<file path="config.mk">
export PLATFORM = sky130hd
export DESIGN_NAME = mips_state_dumper_flat
export DESIGN_NICKNAME = d
export VERILOG_FILES = /design/src/rtl/mips_state_dumper_if.sv /design/src/rtl/mips_state_dumper.sv /design/src/flat_wrapper.sv
export SDC_FILE = /design/constraint.sdc
export NUM_CORES = 1
export LEC_CHECK = 0
export ABC_AREA = 1
export BUFFER_PORTS_ARGS = -buffer_cell sky130_fd_sc_hd__buf_2
export CAP_MARGIN = 30
export CORE_MARGIN = 4
export CORE_UTILIZATION = 49
export DETAILED_ROUTE_END_ITERATION = 7
export PLACE_DENSITY = 0.78
export SKIP_LAST_GASP = 1
export SLEW_MARGIN = 10
export SYNTH_ARGS = -nofsm -noshare
export SYNTH_HDL_FRONTEND = slang
export SYNTH_SLANG_ARGS = --single-unit
export TNS_END_PERCENT = 30
</file>
<file path="constraint.sdc">
create_clock -name clk -period 1.5 [get_ports clk]
set_input_delay 0.375 -clock clk [delete_from_list [all_inputs] [get_ports clk]]
set_output_delay 0.375 -clock clk [all_outputs]
set_load 0.02 [all_outputs]
</file>
<file path="src/rtl/mips_state_dumper_if.sv">
// Dump stream channel: one beat per index carrying the register-file and data-memory words.
interface mips_state_dumper_if #(
   parameter int DATA_W = 32,
   parameter int IDX_W  = 5
);
   logic              dump_valid;
   logic              dump_ready;
   logic [IDX_W-1:0]  dump_idx;
   logic [DATA_W-1:0] dump_rf;
   logic [DATA_W-1:0] dump_dm;

   modport master (output dump_valid, dump_idx, dump_rf, dump_dm, input dump_ready);
   modport slave  (input dump_valid, dump_idx, dump_rf, dump_dm, output dump_ready);
endinterface

</file>
<file path="src/rtl/mips_state_dumper.sv">
// Run-and-dump controller: lets the MIPS core run for a cycle budget or until halt,
// then freezes it and streams RF/DM contents out one index per beat.
module mips_state_dumper #(
   parameter int DATA_W     = 32,
   parameter int N_ENTRIES  = 32,
   parameter int IDX_W      = (N_ENTRIES > 1) ? $clog2(N_ENTRIES) : 1,
   parameter int RUN_CYCLES = 140,
   parameter int CNT_W      = 32
) (
   input  logic              clk,
   input  logic              rst,
   input  logic              halt,
   output logic              cpu_hold,
   output logic [IDX_W-1:0]  rf_raddr,
   input  logic [DATA_W-1:0] rf_rdata,
   output logic [IDX_W-1:0]  dm_raddr,
   input  logic [DATA_W-1:0] dm_rdata,
   mips_state_dumper_if.master dump,
   output logic [CNT_W-1:0]  cycles_run,
   output logic              done
);
   localparam logic [CNT_W-1:0] RUN_LAST = CNT_W'(RUN_CYCLES - 1);
   localparam logic [IDX_W-1:0] IDX_LAST = IDX_W'(N_ENTRIES - 1);

   typedef enum logic [1:0] {
      ST_RUN   = 2'd0,
      ST_DUMP  = 2'd1,
      ST_DRAIN = 2'd2,
      ST_DONE  = 2'd3
   } state_e;

   state_e            state_q, state_d;
   logic [CNT_W-1:0]  cycles_q, cycles_d;
   logic [IDX_W-1:0]  idx_q, idx_d;
   logic              valid_q, valid_d;
   logic [IDX_W-1:0]  out_idx_q, out_idx_d;
   logic [DATA_W-1:0] out_rf_q, out_rf_d;
   logic [DATA_W-1:0] out_dm_q, out_dm_d;
   logic              load_s;

   // Next-state, counter, read index and output-register update
   always_comb begin
      state_d   = state_q;
      cycles_d  = cycles_q;
      idx_d     = idx_q;
      valid_d   = valid_q;
      out_idx_d = out_idx_q;
      out_rf_d  = out_rf_q;
      out_dm_d  = out_dm_q;
      load_s    = 1'b0;
      case (state_q)
         ST_RUN: begin
            cycles_d = cycles_q + CNT_W'(1);
            if ((cycles_q == RUN_LAST) || halt) begin
               state_d = ST_DUMP;
            end else begin
               state_d = ST_RUN;
            end
         end
         ST_DUMP: begin
            // The output register refills whenever it is empty or being consumed.
            load_s = !valid_q || dump.dump_ready;
            if (load_s) begin
               out_rf_d  = rf_rdata;
               out_dm_d  = dm_rdata;
               out_idx_d = idx_q;
               valid_d   = 1'b1;
               if (idx_q == IDX_LAST) begin
                  idx_d   = idx_q;
                  state_d = ST_DRAIN;
               end else begin
                  idx_d   = idx_q + IDX_W'(1);
                  state_d = ST_DUMP;
               end
            end else begin
               state_d = ST_DUMP;
            end
         end
         ST_DRAIN: begin
            if (valid_q && dump.dump_ready) begin
               valid_d = 1'b0;
               state_d = ST_DONE;
            end else begin
               state_d = ST_DRAIN;
            end
         end
         ST_DONE: begin
            state_d = ST_DONE;
         end
         default: begin
            state_d = ST_RUN;
         end
      endcase
   end

   // State and datapath registers with synchronous reset
   always_ff @(posedge clk) begin
      if (rst) begin
         state_q   <= ST_RUN;
         cycles_q  <= '0;
         idx_q     <= '0;
         valid_q   <= 1'b0;
         out_idx_q <= '0;
         out_rf_q  <= '0;
         out_dm_q  <= '0;
      end else begin
         state_q   <= state_d;
         cycles_q  <= cycles_d;
         idx_q     <= idx_d;
         valid_q   <= valid_d;
         out_idx_q <= out_idx_d;
         out_rf_q  <= out_rf_d;
         out_dm_q  <= out_dm_d;
      end
   end

   // Status decoded straight from the state register
   always_comb begin
      cpu_hold = (state_q != ST_RUN);
      done     = (state_q == ST_DONE);
   end

   assign rf_raddr        = idx_q;
   assign dm_raddr        = idx_q;
   assign cycles_run      = cycles_q;
   assign dump.dump_valid = valid_q;
   assign dump.dump_idx   = out_idx_q;
   assign dump.dump_rf    = out_rf_q;
   assign dump.dump_dm    = out_dm_q;
endmodule

</file>
<file path="src/flat_wrapper.sv">
// flat-port wrapper written by rule: the top's interface ports become plain ports
module mips_state_dumper_flat 
#(
   parameter int DATA_W     = 32,
   parameter int N_ENTRIES  = 32,
   parameter int IDX_W      = (N_ENTRIES > 1) ? $clog2(N_ENTRIES) : 1,
   parameter int RUN_CYCLES = 140,
   parameter int CNT_W      = 32
)
  (clk, rst, halt, cpu_hold, rf_raddr, rf_rdata, dm_raddr, dm_rdata, cycles_run, done, dump_dump_valid, dump_dump_idx, dump_dump_rf, dump_dump_dm, dump_dump_ready);
  mips_state_dumper_if #(.DATA_W(DATA_W), .IDX_W(IDX_W)) dump_i ();
  input  logic clk;
  input  logic rst;
  input  logic halt;
  output logic cpu_hold;
  output logic [IDX_W-1:0] rf_raddr;
  input  logic [DATA_W-1:0] rf_rdata;
  output logic [IDX_W-1:0] dm_raddr;
  input  logic [DATA_W-1:0] dm_rdata;
  output logic [CNT_W-1:0] cycles_run;
  output logic done;
  output wire logic [$bits(dump_i.dump_valid)-1:0] dump_dump_valid;
  output wire logic [$bits(dump_i.dump_idx)-1:0] dump_dump_idx;
  output wire logic [$bits(dump_i.dump_rf)-1:0] dump_dump_rf;
  output wire logic [$bits(dump_i.dump_dm)-1:0] dump_dump_dm;
  input wire logic [$bits(dump_i.dump_ready)-1:0] dump_dump_ready;
  assign dump_dump_valid = dump_i.dump_valid;
  assign dump_dump_idx = dump_i.dump_idx;
  assign dump_dump_rf = dump_i.dump_rf;
  assign dump_dump_dm = dump_i.dump_dm;
  assign dump_i.dump_ready = dump_dump_ready;
  mips_state_dumper #(.DATA_W(DATA_W), .N_ENTRIES(N_ENTRIES), .IDX_W(IDX_W), .RUN_CYCLES(RUN_CYCLES), .CNT_W(CNT_W)) u_core (.clk(clk), .rst(rst), .halt(halt), .cpu_hold(cpu_hold), .rf_raddr(rf_raddr), .rf_rdata(rf_rdata), .dm_raddr(dm_raddr), .dm_rdata(dm_rdata), .dump(dump_i), .cycles_run(cycles_run), .done(done));
endmodule
</file>
==> results.toml <==
[status]
run_status = "completed"

[synthesis]
synth_cell_types = 31
synth-edff-count = 0
synth_seq_cells = 109
async_flop_share_pct = 0
postSynthCellCount = 657
syn_avg_cell_area_um2 = 7.22
synthesis.nets = 733
syn_area_um2 = 4750
synth-main-ff-cell = "dfxtp_1"
seq_area_frac_synth_pct = 46.0
yosys_warnings = 0

[pwr]
power.leakage_nw = 2.94
clkPwrFrac_pct = 27.8
p_comb_share_pct = 20.3
peakVddDrop_mv = 0.633
power.share.sequential_pct = 51.9
net-switching-power_mw = 1.95
fin_total_pwr_mw = 6.17
p_sw_share_pct = 31.6
power.density_nw_per_um2 = 983
intPower_mw = 4.22

[die]
die_area_um2 = 11300
die_w_um = 106
start_util_pct = 50.9
core-area_um2 = 9330
die_h_um = 106
pin_count = 182
num_rows = 35

[sta]
rsz0062_at_grt = "true"
setup_violations = 0
slew_violations = 0
layout_worst_path_cycle_share_pct = 99.4
hold_viol = 0
worstMarginPinSlew_ns = 0.311
final.setup_skew_ns = 0.0191
slew_headroom_pct = 79.2
fmax_mhz = 671
min_period_ns = 1.49

[detailed_routing]
detail_route.vias_per_cell = 5.00
firstDrtPassIters = 4
ant_nets = 0
drt_iter0_markers = 276
drc = 0
wirelength_mm = 13.7
num_vias = 4909
avgRoutedWirePerCell_um = 13.9

[clock_tree]
root_buffer = "clkbuf_8"
clk_pin_slew_ns = 0.11
cts_tree = "built"
cts_buffers = 9
clock_latency_ns = 0.37
cts_buffer_depth = 2
clock_sinks = 109
htreeDepth = 3

[cells_and_area]
drive_above_1_share_pct = 33.3
nNetsFinal = 924
syn2layout_area_growth_pct = 32.3
fillers = 862
seq_area_um2 = 2190
fin_cells = 982
diodes = 0
multi_input_area_um2 = 2330

[placement]
place_congestion = 0.902
io_buffers = 181
post-dp-hpwl_mm = 10.0
dp_cells = 963

[setup_path]
crit_path_max_fanout = 2
crit_required_ns = 1.12
startpoint_type = "flip-flop"
crit_buf_inv = 2
critPathKind = "flip-flop to output port"
cp_slowest_cell = "dfxtp_2"
crit_chain = "buf_4 > ha_4 > buf_6"
crit_family = "flip-flops"
cpPeakStageDelay_ns = 0.34
cp-end-kind = "output port"
arrival_ns = 1.12

[grt]
grt_max_degree = 62
first_global_vias = 4608
grt_pass1_wl_mm = 21.3
grtUsageTotal_pct = 22.8
grt_overflow = 0
antenna_found_initial = 0

[hold_path]
hold_class = "input port to flip-flop"

[run]
drv_cap = 0
[power groups by stage]
stage | combinational [mW] | clock [mW] | sequential, mW
2_1_floorplan | 0.461 | 0 | 3.52
3_3_place_gp | 1.16 | 0 | 3.25
3_5_place_dp | 1.19 | 0 | 3.27
4_1_cts | 1.21 | 1.75 | 3.20
5_1_grt | 1.38 | 1.86 | 3.23
6_report | 1.25 | 1.72 | 3.20
[through the flow]
step	setup TNS [ns]	setup WS, ns	cell area (um^2)	util (%)	hold WS, ns
2_1_floorplan	0	0.00807	4750	-	0.445
5_1_grt	-0.654	-0.0830	6280	67.3	0.251
3_5_place_dp	0	0.00635	5920	63.5	0.468
3_3_place_gp	0	0.0671	5920	63.5	0.457
4_1_cts	-0.457	-0.0888	6140	65.9	0.239
6_report	0	0.00933	6280	67.3	0.250
[cells in the mapped netlist (2+ instances only)]
master,instances,area [um^2]
nor2_1,210,788
dfxtp_1,109,2180
o21ai_0,76,380
nand2_1,69,259
inv_1,37,139
nand3_1,29,145
a21oi_1,23,115
clkbuf_1,16,60.1
nand4_1,11,68.8
nor2_4,11,124
buf_2,8,40.0
ha_1,8,100
nor3_1,8,40.0
buf_4,7,52.6
nand2_2,7,43.8
inv_2,5,18.8
nor2_2,4,25.0
nand3_2,3,30.0
a31oi_1,2,12.5
o21ai_1,2,10.0
xor2_1,2,17.5
[cell families (layout without fill, tap and decap cells)]
family,count (synthesis),after routing,share of synthesized area (%)
flip-flops,109,109,46.0
AO/OA/AOI/OAI,106,106,11.4
adder cells (fa/ha/maj),8,8,2.11
buffers and inverters,74,270,6.62
XOR/XNOR,3,3,0.554
AND/OR/NAND/NOR,357,357,33.3
[final cells by class]
class                   count  area share [%]
clock inverters             6           0.897
repair buffers            212            19.9
flip-flops and latches    109            34.9
inverters                  42            2.63
well taps                 129            2.57
multi-input cells         474            37.1
clock buffers              10            2.03
[tightest hold or removal path, delay by kind of cell]
family / cells / cell delay, ns
AND/OR/NAND/NOR: 1 / 0.07
buffers and inverters: 1 / 0.08
AO/OA/AOI/OAI: 1 / 0.06
[final timing paths]
path | start | to | slack, ns | depth (start not counted)
worst max-delay path | u_core.state_q[1] | done | 0.009 | 3
worst min-delay path | rf_rdata[12] | u_core.dump.dump_rf[12] | 0.25 | 3
worst max register to register | u_core.state_q[1] | u_core.dump.dump_idx[0] | 0.02 | 8
worst min register to register | u_core.dump.dump_rf[18] | u_core.dump.dump_rf[18] | 0.49 | 2
[layout by cell type, fill, tap and decap left out, drive strengths merged, types with 8 or more instances in the layout]
cell type / n
a21oi: 23
ha: 8
nand4: 11
buf: 210
clkbuf: 12
o21ai: 78
nand3: 32
nand2: 77
dfxtp: 109
inv: 46
nor3: 8
nor2: 226
[timing repair]
action / 4_1_cts / 5_1_grt
gates resized for setup: 9 / 29
pin swaps: 0 / 5
setup endpoints to repair: 4 / 89
cloned: 0 / 2
endpoints found under the hold margin: 0 / 0
setup buffers: 2 / 0
hold buffers: 0 / 0
[state kept, by name, indices dropped and copies added (netlist names)]
name	count
u_core.dump.dump_rf	32
u_core.dump.dump_valid	1
u_core.dump.dump_idx	5
u_core.dm_raddr	5
u_core.cycles_run	32
u_core.state_q	2
u_core.dump.dump_dm	32
[routing by layer]
| layer | up-vias | part of all wire, % | global-route usage, % | routed length [um] |
|---|---|---|---|---|
| li1 | 2481 | - | - | - |
| met1 | 2243 | 42 | 27.9 | 5700 |
| met2 | 159 | 50 | 39.5 | 6820 |
| met3 | 26 | 6.2 | 4.55 | 849 |
| met4 | 0 | 2.2 | 8.13 | 299 |
| met5 | - | 0 | 0 | 0 |
Power figures use the tool's default switching activity.
